==> src/rtl/uart_tx_serializer_if.sv <==
// -----------------------------------------------------------------------------
// uart_tx_serializer_if
//
// Purpose: byte handshake between the channel-rotation stage (master) and the
//          UART transmitter (slave).
//
// Signals:
//   send   master -> slave  transmit request, sampled every clock
//   data   master -> slave  byte to transmit, sampled only on accept
//   ready  slave -> master  high when the transmitter can accept a byte
//   done   slave -> master  one-clock pulse when the last stop bit completes
// -----------------------------------------------------------------------------
interface uart_tx_serializer_if;
    logic       send;
    logic [7:0] data;
    logic       ready;
    logic       done;

    modport master (
        output send,
        output data,
        input  ready,
        input  done
    );

    modport slave (
        input  send,
        input  data,
        output ready,
        output done
    );
endinterface

==> src/rtl/uart_tx_serializer.sv <==
// -----------------------------------------------------------------------------
// uart_tx_serializer
//
// Purpose: byte-wide UART transmitter for the ADC telemetry path. Frames each
//          accepted byte as start bit, 8 data bits LSB first, optional parity
//          bit and 1 or 2 stop bits. Every bit lasts BAUD_DIV system clocks.
//
// Parameters:
//   BAUD_DIV   system clocks per bit period (2..65535)
//   PARITY     0 = none, 1 = even, 2 = odd
//   STOP_BITS  1 or 2
//
// Ports:
//   clock      system clock, rising edge
//   reset      asynchronous, active-low reset
//   bus        slave side of the send/data/ready/done handshake
//   txPin      serial line, idle high
//
// All outputs (txPin, ready, done) are registered.
// -----------------------------------------------------------------------------
module uart_tx_serializer #(
    parameter int BAUD_DIV  = 5208,
    parameter int PARITY    = 0,
    parameter int STOP_BITS = 1
) (
    input  logic                  clock,
    input  logic                  reset,
    uart_tx_serializer_if.slave   bus,
    output logic                  txPin
);

    localparam int               CNT_W     = (BAUD_DIV > 1) ? $clog2(BAUD_DIV) : 1;
    localparam logic [CNT_W-1:0] CNT_MAX   = CNT_W'(BAUD_DIV - 1);
    localparam logic             STOP_LAST = 1'(STOP_BITS - 1);
    localparam logic             ODD_PAR   = (PARITY == 2);

    generate
        if (BAUD_DIV < 2 || BAUD_DIV > 65535 || PARITY < 0 || PARITY > 2 ||
            (STOP_BITS != 1 && STOP_BITS != 2)) begin : g_bad_params
            $error("uart_tx_serializer: illegal BAUD_DIV/PARITY/STOP_BITS");
        end
    endgenerate

    typedef enum logic [2:0] {
        S_IDLE,
        S_START,
        S_DATA,
        S_PARITY,
        S_STOP
    } state_t;

    state_t           r_state;
    state_t           w_state_next;

    logic [CNT_W-1:0] r_baud_cnt;
    logic [2:0]       r_bit_idx;
    logic [7:0]       r_shift;
    logic             r_parity;
    logic             r_stop_cnt;

    logic             r_tx;
    logic             r_ready;
    logic             r_done;

    logic             w_accept;
    logic             w_bit_end;
    logic             w_last_data;
    logic             w_last_stop;
    logic [7:0]       w_shift_next;
    logic             w_tx_next;
    logic             w_ready_next;
    logic             w_done_next;

    // r_ready is high exactly when the FSM is idle, so it doubles as the
    // accept qualifier without another decode of the state.
    assign w_accept    = bus.send & r_ready;
    assign w_bit_end   = (r_baud_cnt == CNT_MAX);
    assign w_last_data = (r_bit_idx == 3'd7);
    assign w_last_stop = (r_stop_cnt == STOP_LAST);

    // State register
    always_ff @(posedge clock or negedge reset) begin
        if (!reset) begin
            r_state <= S_IDLE;
        end else begin
            r_state <= w_state_next;
        end
    end

    // Next-state logic
    always_comb begin
        w_state_next = r_state;
        case (r_state)
            S_IDLE: begin
                if (w_accept) w_state_next = S_START;
            end
            S_START: begin
                if (w_bit_end) w_state_next = S_DATA;
            end
            S_DATA: begin
                if (w_bit_end && w_last_data) begin
                    if (PARITY != 0) w_state_next = S_PARITY;
                    else             w_state_next = S_STOP;
                end
            end
            S_PARITY: begin
                if (w_bit_end) w_state_next = S_STOP;
            end
            S_STOP: begin
                if (w_bit_end && w_last_stop) w_state_next = S_IDLE;
            end
            default: w_state_next = S_IDLE;
        endcase
    end

    // Bit timing, bit/stop counters, shift register and latched parity
    always_ff @(posedge clock or negedge reset) begin
        if (!reset) begin
            r_baud_cnt <= '0;
            r_bit_idx  <= 3'd0;
            r_shift    <= 8'd0;
            r_parity   <= 1'b0;
            r_stop_cnt <= 1'b0;
        end else begin
            // Held at 0 while idle so the start bit gets a full period.
            if (r_state == S_IDLE || w_bit_end) r_baud_cnt <= '0;
            else                                r_baud_cnt <= r_baud_cnt + CNT_W'(1);

            // Wraps 7 -> 0 so the next frame starts from bit 0.
            if (r_state == S_DATA && w_bit_end) r_bit_idx <= r_bit_idx + 3'd1;

            if (r_state == S_STOP && w_bit_end) r_stop_cnt <= w_last_stop ? 1'b0 : ~r_stop_cnt;

            r_shift <= w_shift_next;

            if (w_accept) r_parity <= (^bus.data) ^ ODD_PAR;
        end
    end

    // Output logic: outputs are computed from the upcoming state so that the
    // registered pins change on the same edge as the state.
    always_comb begin
        w_shift_next = r_shift;
        if (w_accept)                            w_shift_next = bus.data;
        else if (r_state == S_DATA && w_bit_end) w_shift_next = {1'b0, r_shift[7:1]};

        w_tx_next = 1'b1;
        case (w_state_next)
            S_START:  w_tx_next = 1'b0;
            S_DATA:   w_tx_next = w_shift_next[0];
            S_PARITY: w_tx_next = r_parity;
            default:  w_tx_next = 1'b1;
        endcase

        w_ready_next = (w_state_next == S_IDLE);
        w_done_next  = (r_state == S_STOP) && (w_state_next == S_IDLE);
    end

    // Output registers
    always_ff @(posedge clock or negedge reset) begin
        if (!reset) begin
            r_tx    <= 1'b1;
            r_ready <= 1'b1;
            r_done  <= 1'b0;
        end else begin
            r_tx    <= w_tx_next;
            r_ready <= w_ready_next;
            r_done  <= w_done_next;
        end
    end

    assign txPin     = r_tx;
    assign bus.ready = r_ready;
    assign bus.done  = r_done;

endmodule

==> src/flat_wrapper.sv <==
// flat-port wrapper written by rule: the top's interface ports become plain ports
module uart_tx_serializer_flat 
#(
    parameter int BAUD_DIV  = 5208,
    parameter int PARITY    = 0,
    parameter int STOP_BITS = 1
)
  (clock, reset, txPin, bus_send, bus_data, bus_ready, bus_done);
  uart_tx_serializer_if bus_i ();
  input  logic clock;
  input  logic reset;
  output logic txPin;
  input wire logic [$bits(bus_i.send)-1:0] bus_send;
  input wire logic [$bits(bus_i.data)-1:0] bus_data;
  output wire logic [$bits(bus_i.ready)-1:0] bus_ready;
  output wire logic [$bits(bus_i.done)-1:0] bus_done;
  assign bus_i.send = bus_send;
  assign bus_i.data = bus_data;
  assign bus_ready = bus_i.ready;
  assign bus_done = bus_i.done;
  uart_tx_serializer #(.BAUD_DIV(BAUD_DIV), .PARITY(PARITY), .STOP_BITS(STOP_BITS)) u_core (.clock(clock), .reset(reset), .bus(bus_i), .txPin(txPin));
endmodule
==> config.mk <==
export PLATFORM = sky130hd
export DESIGN_NAME = uart_tx_serializer_flat
export DESIGN_NICKNAME = d
export VERILOG_FILES = /design/src/rtl/uart_tx_serializer_if.sv /design/src/rtl/uart_tx_serializer.sv /design/src/flat_wrapper.sv
export SDC_FILE = /design/constraint.sdc
export NUM_CORES = 1
export LEC_CHECK = 0
export ABC_AREA = 1
export ABC_CLOCK_PERIOD_IN_PS = 3380
export CORE_UTILIZATION = 60
export DETAILED_ROUTE_END_ITERATION = 10
export GPL_ROUTABILITY_DRIVEN = 0
export HOLD_SLACK_MARGIN = 0.1
export PLACE_DENSITY = 0.82
export SLEW_MARGIN = 10
export SYNTH_ARGS = -nofsm -noshare
export SYNTH_HDL_FRONTEND = slang
export SYNTH_SLANG_ARGS = --single-unit
==> constraint.sdc <==
create_clock -name clock -period 3.38 [get_ports clock]
set_input_delay 0.676 -clock clock [delete_from_list [all_inputs] [get_ports clock]]
set_output_delay 0.676 -clock clock [all_outputs]
set_load 0.01 [all_outputs]
* Word level (Yosys, flattened, before mapping)
Index checks and enable logic that the tools add are counted.
** Storage, ports and cells
- Output and inout port bits :: 3
- Bits of input ports :: 11
- Flip-flop bits (word level) :: 32
** Cells by class
- Add/subtract/negate cells :: 2
- Multiplexer cells :: 11
- Bitwise gates (word level) :: 2
- Reductions and logical operators :: 10
- Eq/ne operators :: 9
** Operators by type and width (count)
- 8-bit 2-to-1 mux :: 2
- 3-bit 2-to-1 mux :: 5
- 3-bit one-hot mux with 5 select lines :: 1
- 13-bit by 1-bit adder with 13-bit output, second input constant :: 1
- 13-bit == test, second input constant :: 1
- 13-bit 2-to-1 mux :: 1
- 3-bit by 2-bit == test with 1-bit output, second input constant :: 4
- 8-bit XOR reduction :: 1
- 3-bit by 1-bit == test with 1-bit output, second input constant :: 2
- 3-bit == test, second input constant :: 2
- 3-bit logical NOT :: 2
- 1-bit logical AND :: 5
- 3-bit by 1-bit adder with 3-bit output, second input constant :: 1
- 1-bit one-hot mux with 3 select lines :: 1
- 2-bit nonzero test :: 1
- 1-bit AND :: 1
- 1-bit logical OR :: 1
- 1-bit 2-to-1 mux :: 1
- 1-bit inverter :: 1

* Longest topological paths before layout
Gate-level depths: netlist (run 1).
- Word-level depth :: 6
- Mapped depth :: 10
- Mapped depth without buffers :: 10

* Worst setup path after synthesis (run 1)
Ideal clock, no wire load.
- Path type :: input -> register
- Start point :: input port bus_send
- End point :: register u_core.r_done (netlist: u_core.bus.done)
- Buffers on the path :: 1
- Data required time :: 3.300 ns
- Setup slack :: 1.867 ns
- Arrival time :: 1.433 ns
- Library setup time :: 0.080 ns
- Cell stages on the path :: 6
- Cells stage by stage :: nand2_1 -> clkbuf_1 -> nor2_1 -> a21oi_2 -> nand3_1 -> nor3_2
** Between the ends
- Cells in the longest elaborated chain, start to end :: 5
** RTL lines
- start, declared :: RTL line flat_wrapper.sv:13 : input wire logic [$bits(bus_i.send)-1:0] bus_send;
- 1-bit AND :: RTL line uart_tx_serializer.sv:76 : assign w_accept = bus.send & r_ready;
- 3-bit 2-to-1 mux :: RTL line uart_tx_serializer.sv:95 : if (w_accept) w_state_next = S_START;
- 3-bit one-hot mux with 5 select lines :: RTL line uart_tx_serializer.sv:93 : case (r_state)
- 3-bit logical NOT :: RTL line uart_tx_serializer.sv:156 : w_done_next = (r_state == S_STOP) && (w_state_next == S_IDLE);
- 1-bit logical AND :: RTL line uart_tx_serializer.sv:156
- net u_core.w_done_next :: RTL line uart_tx_serializer.sv:72 : logic w_done_next;
- end signal, assigned :: RTL line uart_tx_serializer.sv:168 : r_done <= w_done_next;
- end, declared :: RTL line uart_tx_serializer.sv:63 : logic r_done;
The timed path passes the listed nets, and every way through them passes these cells.
A chain may end at the register's enable or synchronous reset.

* Final worst setup path (run 1)
- Start point :: register u_core.r_tx (netlist: u_core.txPin)
- End point :: output port txPin
** RTL lines
- start, declared :: RTL line uart_tx_serializer.sv:61 : logic r_tx;
- start signal, assigned :: RTL line uart_tx_serializer.sv:166 : r_tx <= w_tx_next;
- end, declared :: RTL line flat_wrapper.sv:12 : output logic txPin;
No word-level cell between the ends.

==> out/metrics.csv, run 1 <==
stage;metric;value;unit
clock_tree;CTS sink count;31;
synth;top-count cell post-synth;nand2_1;
synth;Yosys cell types;31;
setup_path;Critical Path Slowest Stage Cell;dfstp_2;
flow_run;MaxCap Viol Count;0;
drt;WL final;3.379;mm
hold_path;hold path start;u_core.r_baud_cnt[0];
synth;Avg Inst Size Synth;8.049;um2
drt;via count;1443;
outcome;status;finished, final reports clean;
clock_tree;CTS tree;built;
setup_path;Crit Path Class;reg -> out;
drt;Vias/cell;5.550;
setup_path;Critical Path Source Type;flop;
floorplanning;Die Height;55.08;um
finish;Nets;243;
finish;Fillers;204;
synth;Mapped Area;0.001690;mm2
finish;fraction of layout cells with a size suffix above 1;9.130;%
clock_tree;CTS resizes;0;
synth;share of the synthesized area in the top cell type;42.93;%
placed_design;pre-CTS setup slack;1.152;ns
synth;Synth area leader;dfrtp_1;
clock_tree;total CTS buffers;5;
setup_path;Buf+Inv Stages, Crit Path;1;
synth;Synth Warn #;0;
sta;WHS;0.4680;ns
synth;cells after synthesis;210;
hold_path;HP Class;reg -> reg;
floorplanning;initial core utilization;65.84;%
synth;number of synthesized flops with an enable pin;0;
hold_path;hold depth;1;
synth;Seq/Total Area, Yosys;46.04;%
drt;Routed Antenna Nets;0;
setup_path;crit-path leading delay family;flip-flops;
finish;area delta synth->final;12.73;%
drt;Routed WL per cell;13.00;um
setup_path;R2R Path Start;u_core.r_baud_cnt[0];
global_route;GRT overflow;0;
sta;Worst Clk Skew;0.007243;ns
clock_tree;clock root buffer;clkbuf_4;
setup_path;FF-to-FF End;u_core.r_shift[0];
setup_path;Crit path largest cell delay;0.54;ns
setup_path;reg-to-reg slack, setup;1.63;ns
setup_path;highest net fanout along the worst path;1;
sta;Rel. slew slack;74.22;%
sta;FMAX;481.6;MHz
sta;fin crit period;2.076;ns
global_route;initial antenna violation count;0;
floorplanning;DIE AREA;0.003034;mm2
drt;final routed DRC violation total;0;
floorplanning;# IOs;14;
sta;fin. max-slew vios;0;
clock_tree;setup bufs post-CTS;0;
synth;Top FF cell, synth;dfrtp_1;
power;Pwr Density;525.4;mW/mm2
hold_path;Worst Hold End;u_core.r_baud_cnt[0];
floorplanning;Row Count;18;
drt;1st-iter DRT viols;63;
setup_path;Critical Path Sink Type;primary output;
synth;asr flop ratio synth;100.0;%
clock_tree;H-tree levels;2;
sta;final setup vio count;0;
floorplanning;core footprint;0.002567;mm2
global_route;number of global-route vias before repair;1295;
sta;TNS Setup;0;ns
sta;Final Cycle Share;61.43;%
power;VDD IR max;0.5293;mV
power;LEAKAGE;0.0008879;uW
clock_tree;number of hold buffers added after CTS;0;
placed_design;dpl hpwl;2.496;mm
setup_path;CP Cell Sequence;clkdlybuf4s50_1;
floorplanning;Chip Width;55.08;um
clock_tree;worst-skew pair later-pin latency;0.34;ns
synth;Syn Nets;224;
clock_tree;clock-pin slew on the worst setup and hold paths;0.09;ns
synth;Area contributors post-synth;dfrtp_1 43%, nand2_1 11%, nand3_1 7.7%;
setup_path;Worst EP arrival;1.40;ns
synth;Synth top cells by count;50 x nand2_1, 29 x dfrtp_1, 26 x nand3_1;
setup_path;reg2reg path depth;9;
clock_tree;Max Root-Sink Buffers;2;
synth;#FFs+latches synth;31;
sta;RSZ-0062 raised after global routing;false;
global_route;first-pass GRT wire length;5.547;mm
setup_path;CP required;2.70;ns
sta;Final Hold Vio Count;0;
finish;# diodes;0;
drt;drt pass-1 iters;4;
global_route;largest net degree at the start of global routing;32;
sta;worst-margin pin slew;0.3832;ns
sta;worst setup margin;1.304;ns
placed_design;IO Port Bufs;13;
global_route;total track usage;26.72;%
## sequential cells by signal, indices dropped and copies added (netlist names)
name and flops:
u_core.bus.done 1, u_core.r_shift 8, u_core.r_state 3, u_core.bus.ready 1, u_core.r_bit_idx 3, u_core.r_baud_cnt 13
u_core.r_parity 1, u_core.txPin 1
## area by class of cell
cell class	count	area [um2]	area share, %
repair buffers	14	137.6	7.223
flip-flops and latches	31	778.2	40.84
multi-input cells	155	820.8	43.07
clock buffers	8	48.80	2.561
inverters	22	82.58	4.334
well taps	30	37.54	1.970
## logic make-up (layout without fill, tap and decap cells)
group,after synthesis,after routing,synth area share (%)
AND/OR/NAND/NOR,134,134,38.56
adder cells (fa/ha/maj),3,3,2.221
flip-flops,31,31,46.04
AO/OA/AOI/OAI,10,10,3.628
buffers and inverters,24,44,5.403
XOR/XNOR,8,8,4.145
## through the flow
stage               area [um2]  cells  power [uW]  utilization, %
global route              1906    260        1071           74.22
CTS                       1906    260        1005           74.22
global placement          1857    252       782.3           72.32
floorplan                 1690    210       711.4               -
finish                    1906    260        1001           74.22
detailed placement        1857    252       796.5           72.32
## worst max path at each step
stage | startpoint | to | slack (ns) | depth (start not counted)
after detailed placement | bus_send | u_core.r_shift[4] | 1.15 | 6
final | u_core.txPin | txPin | 1.30 | 1
after floorplan | bus_send | u_core.bus.done | 1.87 | 6
after global routing | u_core.bus.ready | bus_ready | 1.25 | 1
after CTS | u_core.txPin | txPin | 1.29 | 1
after global placement | bus_send | u_core.r_shift[7] | 1.20 | 5
## metal layers
metal / vias up / global-route usage, % / wire [um]
li1: 731 / - / -
met1: 656 / 36.49 / 1648
met2: 53 / 39.56 / 1509
met3: 3 / 9.016 / 196
met4: 0 / 8.750 / 25
met5: - / 0 / 0
## where the power goes
part	total (uW)	switching [uW]	leakage [uW]	internal [uW]
logic	268	159	0.000462	109
clock network	210	128	0.0000265	82.7
registers	523	58.1	0.000399	465
total	1000	345	0.000888	656
## layout by cell type, fill, tap and decap left out, types with 5 or more instances in the layout
cell / instances
nand4_1: 6
nor3_1: 11
nand3_1: 26
dfrtp_1: 29
nor2_1: 24
xnor2_1: 7
clkdlybuf4s50_1: 13
clkbuf_4: 5
inv_1: 19
a21oi_1: 6
nand2_1: 50
Power figures use the tool's default switching activity.
==> run 2: changes to the inputs <==
--- a/config.mk
+++ b/config.mk
@@ -6,12 +6,12 @@
 export NUM_CORES = 1
 export LEC_CHECK = 0
 export ABC_AREA = 1
-export ABC_CLOCK_PERIOD_IN_PS = 3380
-export CORE_UTILIZATION = 60
+export ABC_CLOCK_PERIOD_IN_PS = 2200
+export CORE_UTILIZATION = 57
 export DETAILED_ROUTE_END_ITERATION = 10
 export GPL_ROUTABILITY_DRIVEN = 0
 export HOLD_SLACK_MARGIN = 0.1
-export PLACE_DENSITY = 0.82
+export PLACE_DENSITY = 0.79
 export SLEW_MARGIN = 10
 export SYNTH_ARGS = -nofsm -noshare
 export SYNTH_HDL_FRONTEND = slang
==> constraint.sdc (replaced) <==
create_clock -name clock -period 2.2 [get_ports clock]
set_input_delay 0.44 -clock clock [delete_from_list [all_inputs] [get_ports clock]]
set_output_delay 0.44 -clock clock [all_outputs]
set_load 0.01 [all_outputs]
==> out/metrics.csv, run 2 (synthesis gave the netlist of run 1 again) <==
stage;metric;value;unit;change
outcome;status;finished, final reports clean;;unchanged
drt;Vias/cell;5.710;;was 5.550
sta;worst-margin pin slew;0.5656;ns;was 0.3832 ns
sta;final setup vio count;0;;unchanged
finish;commonest cells after routing, fill and taps aside;50 x nand2_1, 29 x dfrtp_1, 26 x nand3_1;;unchanged
clock_tree;CTS sink count;31;;unchanged
global_route;total track usage;26.30;%;was 26.72%
drt;WL final;3.549;mm;was 3.379 mm
finish;biggest regs;u_core.r_baud_cnt (13), u_core.r_shift (8);;unchanged
setup_path;CP Cell Sequence;clkdlybuf4s50_1;;unchanged
setup_path;CP required;1.76;ns;was 2.70 ns
drt;Routed WL per cell;13.55;um;was 13.00 um
finish;max reg flops;13;;unchanged
drt;final routed DRC violation total;0;;unchanged
global_route;GRT overflow;0;;unchanged
sta;Final Hold Vio Count;0;;unchanged
clock_tree;worst-skew pair later-pin latency;0.34;ns;about the same
finish;final cell count without fillers;262;;was 260
sta;Worst Clk Skew;0.007768;ns;was 0.007243 ns
clock_tree;H-tree levels;2;;unchanged
hold_path;HP Class;in -> async;;was reg -> reg
floorplanning;core footprint;0.002781;mm2;was 0.002567 mm2
floorplanning;initial core utilization;60.77;%;was 65.84%
drt;via count;1496;;was 1,443
clock_tree;CTS tree;built;;unchanged
finish;area delta synth->final;16.21;%;was 12.73%
global_route;number of global-route vias before repair;1432;;was 1,295
sta;FMAX;543.0;MHz;
sta;RSZ-0062 raised after global routing;false;;unchanged
clock_tree;setup bufs post-CTS;0;;unchanged
floorplanning;DIE AREA;0.003187;mm2;was 0.003034 mm2
placed_design;IO Port Bufs;13;;unchanged
sta;fin crit period;1.842;ns;
placed_design;placed cell count;254;;was 252
finish;Nets;244;;was 243
clock_tree;clock root buffer;clkbuf_4;;unchanged
drt;Routed Antenna Nets;0;;unchanged
floorplanning;Die Height;56.46;um;was 55.08 um
flow_run;MaxCap Viol Count;0;;unchanged
setup_path;highest net fanout along the worst path;2;;was 1
finish;# diodes;0;;unchanged
floorplanning;# IOs;14;;unchanged
global_route;largest net degree at the start of global routing;21;;was 32
sta;TNS Setup;0;ns;unchanged
drt;1st-iter DRT viols;91;;was 63
setup_path;Worst EP arrival;1.40;ns;about the same
placed_design;dpl hpwl;2.613;mm;was 2.496 mm
setup_path;Critical Path Source Type;flop;;unchanged
global_route;initial antenna violation count;0;;unchanged
power;VDD IR max;0.5886;mV;was 0.5293 mV
clock_tree;Max Root-Sink Buffers;2;;unchanged
setup_path;Critical Path Sink Type;primary output;;unchanged
global_route;first-pass GRT wire length;6.444;mm;was 5.547 mm
power;Pwr Total;1691;uW;was 1001 uW
setup_path;crit-path leading delay family;flip-flops;;unchanged
clock_tree;clock-pin slew on the worst setup and hold paths;0.10;ns;was 0.09 ns
setup_path;Critical Path Slowest Stage Cell;dfstp_2;;unchanged
sta;WHS;0.4570;ns;was 0.4680 ns
clock_tree;total CTS buffers;5;;unchanged
sta;fin. max-slew vios;0;;unchanged
clock_tree;number of hold buffers added after CTS;0;;unchanged
clock_tree;CTS resizes;0;;unchanged
setup_path;Crit path largest cell delay;0.54;ns;about the same
finish;most common cell after layout, fill and taps aside;nand2_1;;unchanged
drt;drt pass-1 iters;5;;was 4
power;LEAKAGE;0.0009185;uW;was 0.0008879 uW
finish;fraction of layout cells with a size suffix above 1;10.82;%;was 9.130%
sta;Rel. slew slack;62.18;%;was 74.22%
floorplanning;Chip Width;56.46;um;was 55.08 um
floorplanning;Row Count;19;;was 18
power;Pwr Density;861.0;mW/mm2;was 525.4 mW/mm2
finish;Fillers;232;;was 204
setup_path;Crit Path Class;reg -> out;;unchanged
sta;Final Cycle Share;83.72;%;
finish;Largest Register;u_core.r_baud_cnt;;unchanged
setup_path;Buf+Inv Stages, Crit Path;1;;unchanged
-- run 2: cell count changes in the layout (fill, tap and decap cells not counted), sizes merged --
cell    before  now
bufinv       0    1
clkbuf       8    6
clkinv       1    2
buf          1    2
-- run 2: layer usage --
metal | vias to the layer above | track usage [%] | wire length (um)
met5 | - | 0 | 0
met4 | 0 | 9.059 | 68
met3 | 9 | 7.373 | 181
met2 | 48 | 41.18 | 1676
met1 | 705 | 35.05 | 1623
li1 | 734 | - | -
-- run 2: layout make-up --
class	count	area [um2]	area share, %
clock buffers	6	51.30	2.611
flip-flops and latches	31	778.2	39.62
repair buffers	15	157.7	8.025
clock inverters	2	35.03	1.783
multi-input cells	155	820.8	41.78
inverters	22	82.58	4.204
well taps	31	38.79	1.975
-- run 2: worst paths after layout --
kind / endpoint / cells after the start / slack, ns / startpoint
worst max-delay path: bus_ready / 1 / 0.36 / u_core.bus.ready
worst min-delay path: u_core.bus.done / 1 / 0.46 / reset
worst max register to register: u_core.r_shift[0] / 9 / 0.48 / u_core.r_baud_cnt[0]
worst min register to register: u_core.r_baud_cnt[0] / 1 / 0.46 / u_core.r_baud_cnt[0]
max in group asynchronous: u_core.r_shift[4] / 2 / 1.24 / reset
min in group clock: u_core.r_baud_cnt[0] / 1 / 0.46 / u_core.r_baud_cnt[0]
-- run 2: power breakdown --
| part | leakage [uW] | total (uW) | internal (uW) | switching (uW) |
|---|---|---|---|---|
| clock network | 0.0000482 | 469 | 268 | 200 |
| registers | 0.000399 | 800 | 714 | 86.0 |
| logic | 0.000471 | 422 | 173 | 249 |
| total | 0.000918 | 1690 | 1160 | 536 |
-- run 2: through the flow --
step                      instance area [um2]  utilization (%)  setup slack [ns]
after floorplan                          1690                -            0.7542
after global routing                     1964            70.63            0.3096
after global placement                   1878            67.52            0.5283
final                                    1964            70.63            0.3582
after CTS                                1964            70.63            0.3441
after detailed placement                 1878            67.52            0.4808
==> run 3: changes to the inputs <==
--- a/config.mk
+++ b/config.mk
@@ -6,12 +6,12 @@
 export NUM_CORES = 1
 export LEC_CHECK = 0
 export ABC_AREA = 1
-export ABC_CLOCK_PERIOD_IN_PS = 2200
-export CORE_UTILIZATION = 57
+export ABC_CLOCK_PERIOD_IN_PS = 1600
+export CORE_UTILIZATION = 51
 export DETAILED_ROUTE_END_ITERATION = 10
 export GPL_ROUTABILITY_DRIVEN = 0
 export HOLD_SLACK_MARGIN = 0.1
-export PLACE_DENSITY = 0.79
+export PLACE_DENSITY = 0.74
 export SLEW_MARGIN = 10
 export SYNTH_ARGS = -nofsm -noshare
 export SYNTH_HDL_FRONTEND = slang
==> constraint.sdc (replaced) <==
create_clock -name clock -period 1.6 [get_ports clock]
set_input_delay 0.32 -clock clock [delete_from_list [all_inputs] [get_ports clock]]
set_output_delay 0.32 -clock clock [all_outputs]
set_load 0.01 [all_outputs]
==> out/metrics.csv, run 3 (synthesis gave the netlist of run 1 again) <==
stage;metric;value;unit;change
outcome;status;finished, final reports clean;;unchanged
drt;final routed DRC violation total;0;;unchanged
sta;fin crit period;1.515;ns;
clock_tree;H-tree levels;2;;unchanged
setup_path;Critical Path Slowest Stage Cell;clkdlybuf4s50_1;;was dfstp_2
drt;Routed Antenna Nets;0;;unchanged
drt;WL final;3.510;mm;was 3.549 mm
setup_path;Critical Path Sink Type;primary output;;unchanged
setup_path;Crit Path Class;reg -> out;;unchanged
floorplanning;core footprint;0.003103;mm2;was 0.002781 mm2
placed_design;dpl hpwl;2.619;mm;was 2.613 mm
clock_tree;CTS sink count;31;;unchanged
clock_tree;clock root buffer;clkbuf_4;;unchanged
setup_path;Critical Path Source Type;flop;;unchanged
sta;worst setup margin;0.08455;ns;was 0.3582 ns
sta;Final Cycle Share;94.72;%;
finish;area delta synth->final;20.87;%;was 16.21%
finish;biggest regs;u_core.r_baud_cnt (13), u_core.r_shift (8);;unchanged
clock_tree;worst-skew pair later-pin latency;0.33;ns;was 0.34 ns
finish;most common cell after layout, fill and taps aside;nand2_1;;unchanged
drt;Routed WL per cell;12.45;um;was 13.55 um
floorplanning;DIE AREA;0.003549;mm2;was 0.003187 mm2
clock_tree;number of hold buffers added after CTS;0;;unchanged
sta;final setup vio count;0;;unchanged
floorplanning;# IOs;14;;unchanged
finish;fraction of layout cells with a size suffix above 1;17.23;%;was 10.82%
global_route;first-pass GRT wire length;6.092;mm;was 6.444 mm
setup_path;Worst EP arrival;1.20;ns;was 1.40 ns
flow_run;MaxCap Viol Count;0;;unchanged
power;VDD IR max;0.6078;mV;was 0.5886 mV
placed_design;Placed Area;0.001952;mm2;was 0.001878 mm2
placed_design;pre-CTS setup slack;-0.003243;ns;was 0.4808 ns
sta;Final Hold Vio Count;0;;unchanged
finish;max reg flops;13;;unchanged
drt;Vias/cell;5.273;;was 5.710
setup_path;highest net fanout along the worst path;1;;was 2
global_route;number of global-route vias before repair;1430;;was 1,432
setup_path;Buf+Inv Stages, Crit Path;1;;unchanged
drt;1st-iter DRT viols;76;;was 91
clock_tree;clock-pin slew on the worst setup and hold paths;0.09;ns;was 0.10 ns
global_route;total track usage;23.07;%;was 26.30%
finish;cell area after layout;0.002043;mm2;was 0.001964 mm2
setup_path;CP Cell Sequence;clkdlybuf4s50_1;;unchanged
sta;Rel. slew slack;74.06;%;was 62.18%
drt;via count;1487;;was 1,496
clock_tree;Max Root-Sink Buffers;2;;unchanged
sta;worst-margin pin slew;0.3856;ns;was 0.5656 ns
global_route;GRT overflow;0;;unchanged
power;Pwr Total;2173;uW;was 1691 uW
setup_path;Crit path largest cell delay;0.53;ns;was 0.54 ns
global_route;largest net degree at the start of global routing;32;;was 21
power;Pwr Density;1063;mW/mm2;was 861.0 mW/mm2
floorplanning;Die Height;59.57;um;was 56.46 um
global_route;initial antenna violation count;0;;unchanged
power;LEAKAGE;0.0009436;uW;was 0.0009185 uW
setup_path;CP required;1.28;ns;was 1.76 ns
floorplanning;Chip Width;59.57;um;was 56.46 um
sta;fin. max-slew vios;0;;unchanged
finish;# diodes;0;;unchanged
setup_path;reg2reg path depth;7;;was 9
hold_path;HP Class;in -> async;;unchanged
floorplanning;initial core utilization;54.48;%;was 60.77%
sta;FMAX;659.9;MHz;
floorplanning;Row Count;20;;was 19
finish;commonest cells after routing, fill and taps aside;49 x nand2_1, 29 x dfrtp_1, 26 x nand3_1;;was 50 x nand2_1, 29 x dfrtp_1, 26 x nand3_1
setup_path;critical path depth;1;;unchanged
clock_tree;CTS tree;built;;unchanged
clock_tree;total CTS buffers;5;;unchanged
sta;Worst Clk Skew;0.01045;ns;was 0.007768 ns
finish;Nets;251;;was 244
setup_path;crit-path leading delay family;buffers and inverters;;was flip-flops
finish;Largest Register;u_core.r_baud_cnt;;unchanged
placed_design;IO Port Bufs;13;;unchanged
drt;drt pass-1 iters;4;;was 5
-- run 3: cell count changes in the layout (fill, tap and decap cells not counted), sizes merged --
| cell | before | now |
|---|---|---|
| buf | 2 | 9 |
| clkdlybuf4s50 | 13 | 11 |
| dlygate4sd2 | 0 | 2 |
| bufinv | 1 | 0 |
| clkbuf | 6 | 7 |
-- run 3: stage by stage --
step	setup TNS [ns]	hold WS, ns	std cells	util (%)
after floorplan	0	0.02441	210	-
after global placement	0	0.4405	273	62.90
after detailed placement	-0.004648	0.4508	273	62.90
after CTS	0	0.3763	281	64.44
after global routing	-0.0008462	0.3943	282	65.85
final	0	0.3748	282	65.85
-- run 3: final timing paths --
kind / slack, ns / start / endpoint
worst max-delay path: 0.08 / u_core.bus.done / bus_done
worst min-delay path: 0.37 / reset / u_core.r_state[1]
worst max register to register: 0.09 / u_core.r_baud_cnt[0] / u_core.r_shift[7]
worst min register to register: 0.47 / u_core.r_baud_cnt[0] / u_core.r_baud_cnt[0]
max in group asynchronous: 0.91 / reset / u_core.bus.ready
min in group clock: 0.47 / u_core.r_baud_cnt[0] / u_core.r_baud_cnt[0]
-- run 3: repair_timing --
| action | 4_1_cts | 5_1_grt |
|---|---|---|
| gates cloned | 0 | 0 |
| endpoints found under the setup margin | 2 | 14 |
| resized for setup | 2 | 12 |
| pin swaps | 0 | 2 |
| setup buffers | 0 | 1 |
-- run 3: per-layer routing --
metal	vias to the layer above	wire, um	GRT usage, %
li1	745	-	-
met1	695	1688	30.89
met2	39	1609	35.31
met3	8	138	6.332
met4	0	74	9.302
met5	-	0	0
-- run 3: area by class of cell --
class | count | area [um2]
clock buffers | 7 | 45.04
clock inverters | 1 | 5.005
fillers | 300 | 1060
inverters | 22 | 82.58
multi-input cells | 155 | 857.1
flip-flops and latches | 31 | 778.2
well taps | 44 | 55.05
repair buffers | 22 | 220.2
-- run 3: where the power goes --
group | total (uW) | leakage [uW] | switching, uW | internal, uW
clock | 431 | 0.0000293 | 260 | 171
combinational | 637 | 0.000515 | 369 | 268
sequential | 1100 | 0.000399 | 123 | 982
total | 2170 | 0.000944 | 752 | 1420
==> RTL change (settings of run 2) <==
`BAUD_DIV` is set to 5208 in 2 places; all go to 20832.
--- a/src/rtl/uart_tx_serializer.sv
+++ b/src/rtl/uart_tx_serializer.sv
@@ -19,7 +19,7 @@
 // All outputs (txPin, ready, done) are registered.
 // -----------------------------------------------------------------------------
 module uart_tx_serializer #(
-    parameter int BAUD_DIV  = 5208,
+    parameter int BAUD_DIV  = 20832,
     parameter int PARITY    = 0,
     parameter int STOP_BITS = 1
 ) (
--- a/src/flat_wrapper.sv
+++ b/src/flat_wrapper.sv
@@ -1,7 +1,7 @@
 // flat-port wrapper written by rule: the top's interface ports become plain ports
 module uart_tx_serializer_flat 
 #(
-    parameter int BAUD_DIV  = 5208,
+    parameter int BAUD_DIV  = 20832,
     parameter int PARITY    = 0,
     parameter int STOP_BITS = 1
 )
Check against the original RTL: same outputs for any inputs over 10 cycles, from zero or initial values and one cycle with reset low; that may be too few to reach the edited logic, so the function may still have changed.
==> RTL change against run 2 <==
Non-clock buffer count decreased by 1. Routed wire length shrank 4.7%. Cell count up 3.4%. Synthesized cell count is 1.9% lower. First-iteration DRC count shrank 37%. Clock power fell by 24%. Cell area is 6.4% higher. Clock skew up 0.0042 ns. Area after synthesis grew 9.1%. Sequential cell count grew 2. Register-to-register slack better by 0.07 ns. Setup slack gained 0.018 ns. Total power fell by 3.8%. Critical path type unchanged. Largest cell class unchanged.
==> RTL change: results (changes against run 2) <==
\begin{tabular}{lr}
\hline
Metric & Value \\
\hline
\multicolumn{2}{l}{\textbf{Outcome}} \\
Outcome & finished clean (unchanged) \\
\multicolumn{2}{l}{\textbf{Finish}} \\
Fraction of area in multi-input gates & 43.93\% (was 41.78\%) \\
Filler instances & 258 (was 232) \\
Count of non-filler cells in the finished layout & 271 (was 262) \\
Fraction of area in clock buffers and inverters & 2.813\% (was 4.395\%) \\
Plain + repair buffers & 14 (was 15) \\
Combined flip-flop and latch cell area & 828.3 µm² (was 778.2 µm²) \\
Registers with the highest flip-flop counts & u\_core.r\_baud\_cnt x15, u\_core.r\_shift x8 (was u\_core.r\_baud\_cnt x13, u\_core.r\_shift x8) \\
Fraction of layout cells with a size suffix above 1 & 19.38\% (was 10.82\%) \\
Sequential share of cell area & 39.62\% (about the same) \\
Number of logic inverters in the finished layout & 24 (was 22) \\
Multi-input comb cells & 148 (was 155) \\
Total of clock buffers placed in the layout & 8 (was 6) \\
Number of flip-flops in the largest register & 15 (was 13) \\
Final net count & 240 (was 244) \\
\multicolumn{2}{l}{\textbf{Place}} \\
Half-perimeter wire length of the detailed placement result & 2591 µm (was 2613 µm) \\
Cell area after placement & 2032 µm² (was 1878 µm²) \\
\multicolumn{2}{l}{\textbf{Routing}} \\
Number of vias per cell & 5.280 (was 5.710) \\
Number of design-rule violations left by the first detailed-router iteration & 57 (was 91) \\
Wire length reported by the detailed router & 3383 µm (was 3549 µm) \\
DR pass1 iterations & 4 (was 5) \\
\multicolumn{2}{l}{\textbf{GRT}} \\
Combined global-route utilization of all metal layers & 23.02\% (was 26.30\%) \\
Wire length of the first global-routing pass & 5899 µm (was 6444 µm) \\
\multicolumn{2}{l}{\textbf{Critical path}} \\
Arrival time of the worst setup path & 1.38 ns (was 1.40 ns) \\
Reg-to-reg endpoint & u\_core.r\_baud\_cnt[11]\$\_DFF\_PN0\_ (was u\_core.r\_shift[0]\$\_DFF\_PN0\_) \\
\multicolumn{2}{l}{\textbf{Synthesis}} \\
Post-synthesis adder-cell area fraction & 2.035\% (was 2.221\%) \\
Ranking of synthesized cells by area & dfrtp\_1 (42\%), nand2\_1 (7.7\%), nand3\_1 (5.4\%) (was dfrtp\_1 (43\%), nand2\_1 (11\%), nand3\_1 (7.7\%)) \\
Share of synthesized area occupied by flip-flops and latches & 44.91\% (was 46.04\%) \\
XOR/XNOR Fraction of Synth Area & 4.274\% (was 4.145\%) \\
Synthesized-area fraction occupied by ao, oa, aoi and oai cells & 5.224\% (was 3.627\%) \\
Post-Synthesis Net Count & 220 (was 224) \\
Number of different library cells in the post-synthesis netlist & 34 (was 31) \\
Multiplexer area fraction after synthesis & 1.628\% (was 0\%) \\
\multicolumn{2}{l}{\textbf{Power and ir drop}} \\
Leak pwr & 0.9291 nW (was 0.9185 nW) \\
Worst vdd ir & 0.0003943 V (was 0.0005886 V) \\
\multicolumn{2}{l}{\textbf{Timing}} \\
Clock Skews & 0.01195 ns (was 0.007768 ns) \\
Remaining max-slew budget at the tightest pin & 71.73\% (was 62.18\%) \\
\hline
\end{tabular}
[RTL change: cell types whose count changed after synthesis, moves of 2 or more]
cell	before	now
dfrtp_1	29	31
mux2_4	0	2
nand2_1	50	38
nand2_2	2	6
nand2_4	0	2
nand3_1	26	20
nand3_2	1	5
nor2_1	24	19
nor2_2	1	3
nor2_4	1	5
nor3_1	11	7
nor3b_1	3	0
nor4_1	3	1
o21ai_0	0	4
[RTL change: how the worst min path moves through the flow]
stage,startpoint,end,slack (ns),cells after the start
after floorplan,reset,u_core.bus.done$_DFF_PN0_,0.14,0
after global placement,u_core.r_baud_cnt[0]$_DFF_PN0_,u_core.r_baud_cnt[0]$_DFF_PN0_,0.46,1
after detailed placement,u_core.r_shift[6]$_DFFE_PN0P_,u_core.r_shift[6]$_DFFE_PN0P_,0.47,2
after CTS,reset,u_core.r_baud_cnt[0]$_DFF_PN0_,0.49,2
after global routing,u_core.r_baud_cnt[0]$_DFF_PN0_,u_core.r_baud_cnt[0]$_DFF_PN0_,0.51,1
final,u_core.r_baud_cnt[0]$_DFF_PN0_,u_core.r_baud_cnt[0]$_DFF_PN0_,0.48,1
[RTL change: cell families after synthesis]
logic type | Yosys count
AO/OA/AOI/OAI | 15
XOR/XNOR | 9
adder cells (fa/ha/maj) | 3
buffers and inverters | 25
flip-flops | 33
multiplexers | 2
AND/OR/NAND/NOR | 119
[RTL change: routing by layer]
metal | wire [µm] | track usage, % | vias up
li1 | - | - | 711
met1 | 1549 | 28.25 | 679
met2 | 1608 | 37.82 | 31
met3 | 151 | 6.374 | 10
met4 | 73 | 10.20 | 0
met5 | 0 | 0 | -
[RTL change: where the power goes]
group / switching [mW] / total [mW] / internal [mW]
sequential: 0.106 / 0.855 / 0.750
combinational: 0.244 / 0.417 / 0.173
clock: 0.198 / 0.355 / 0.158
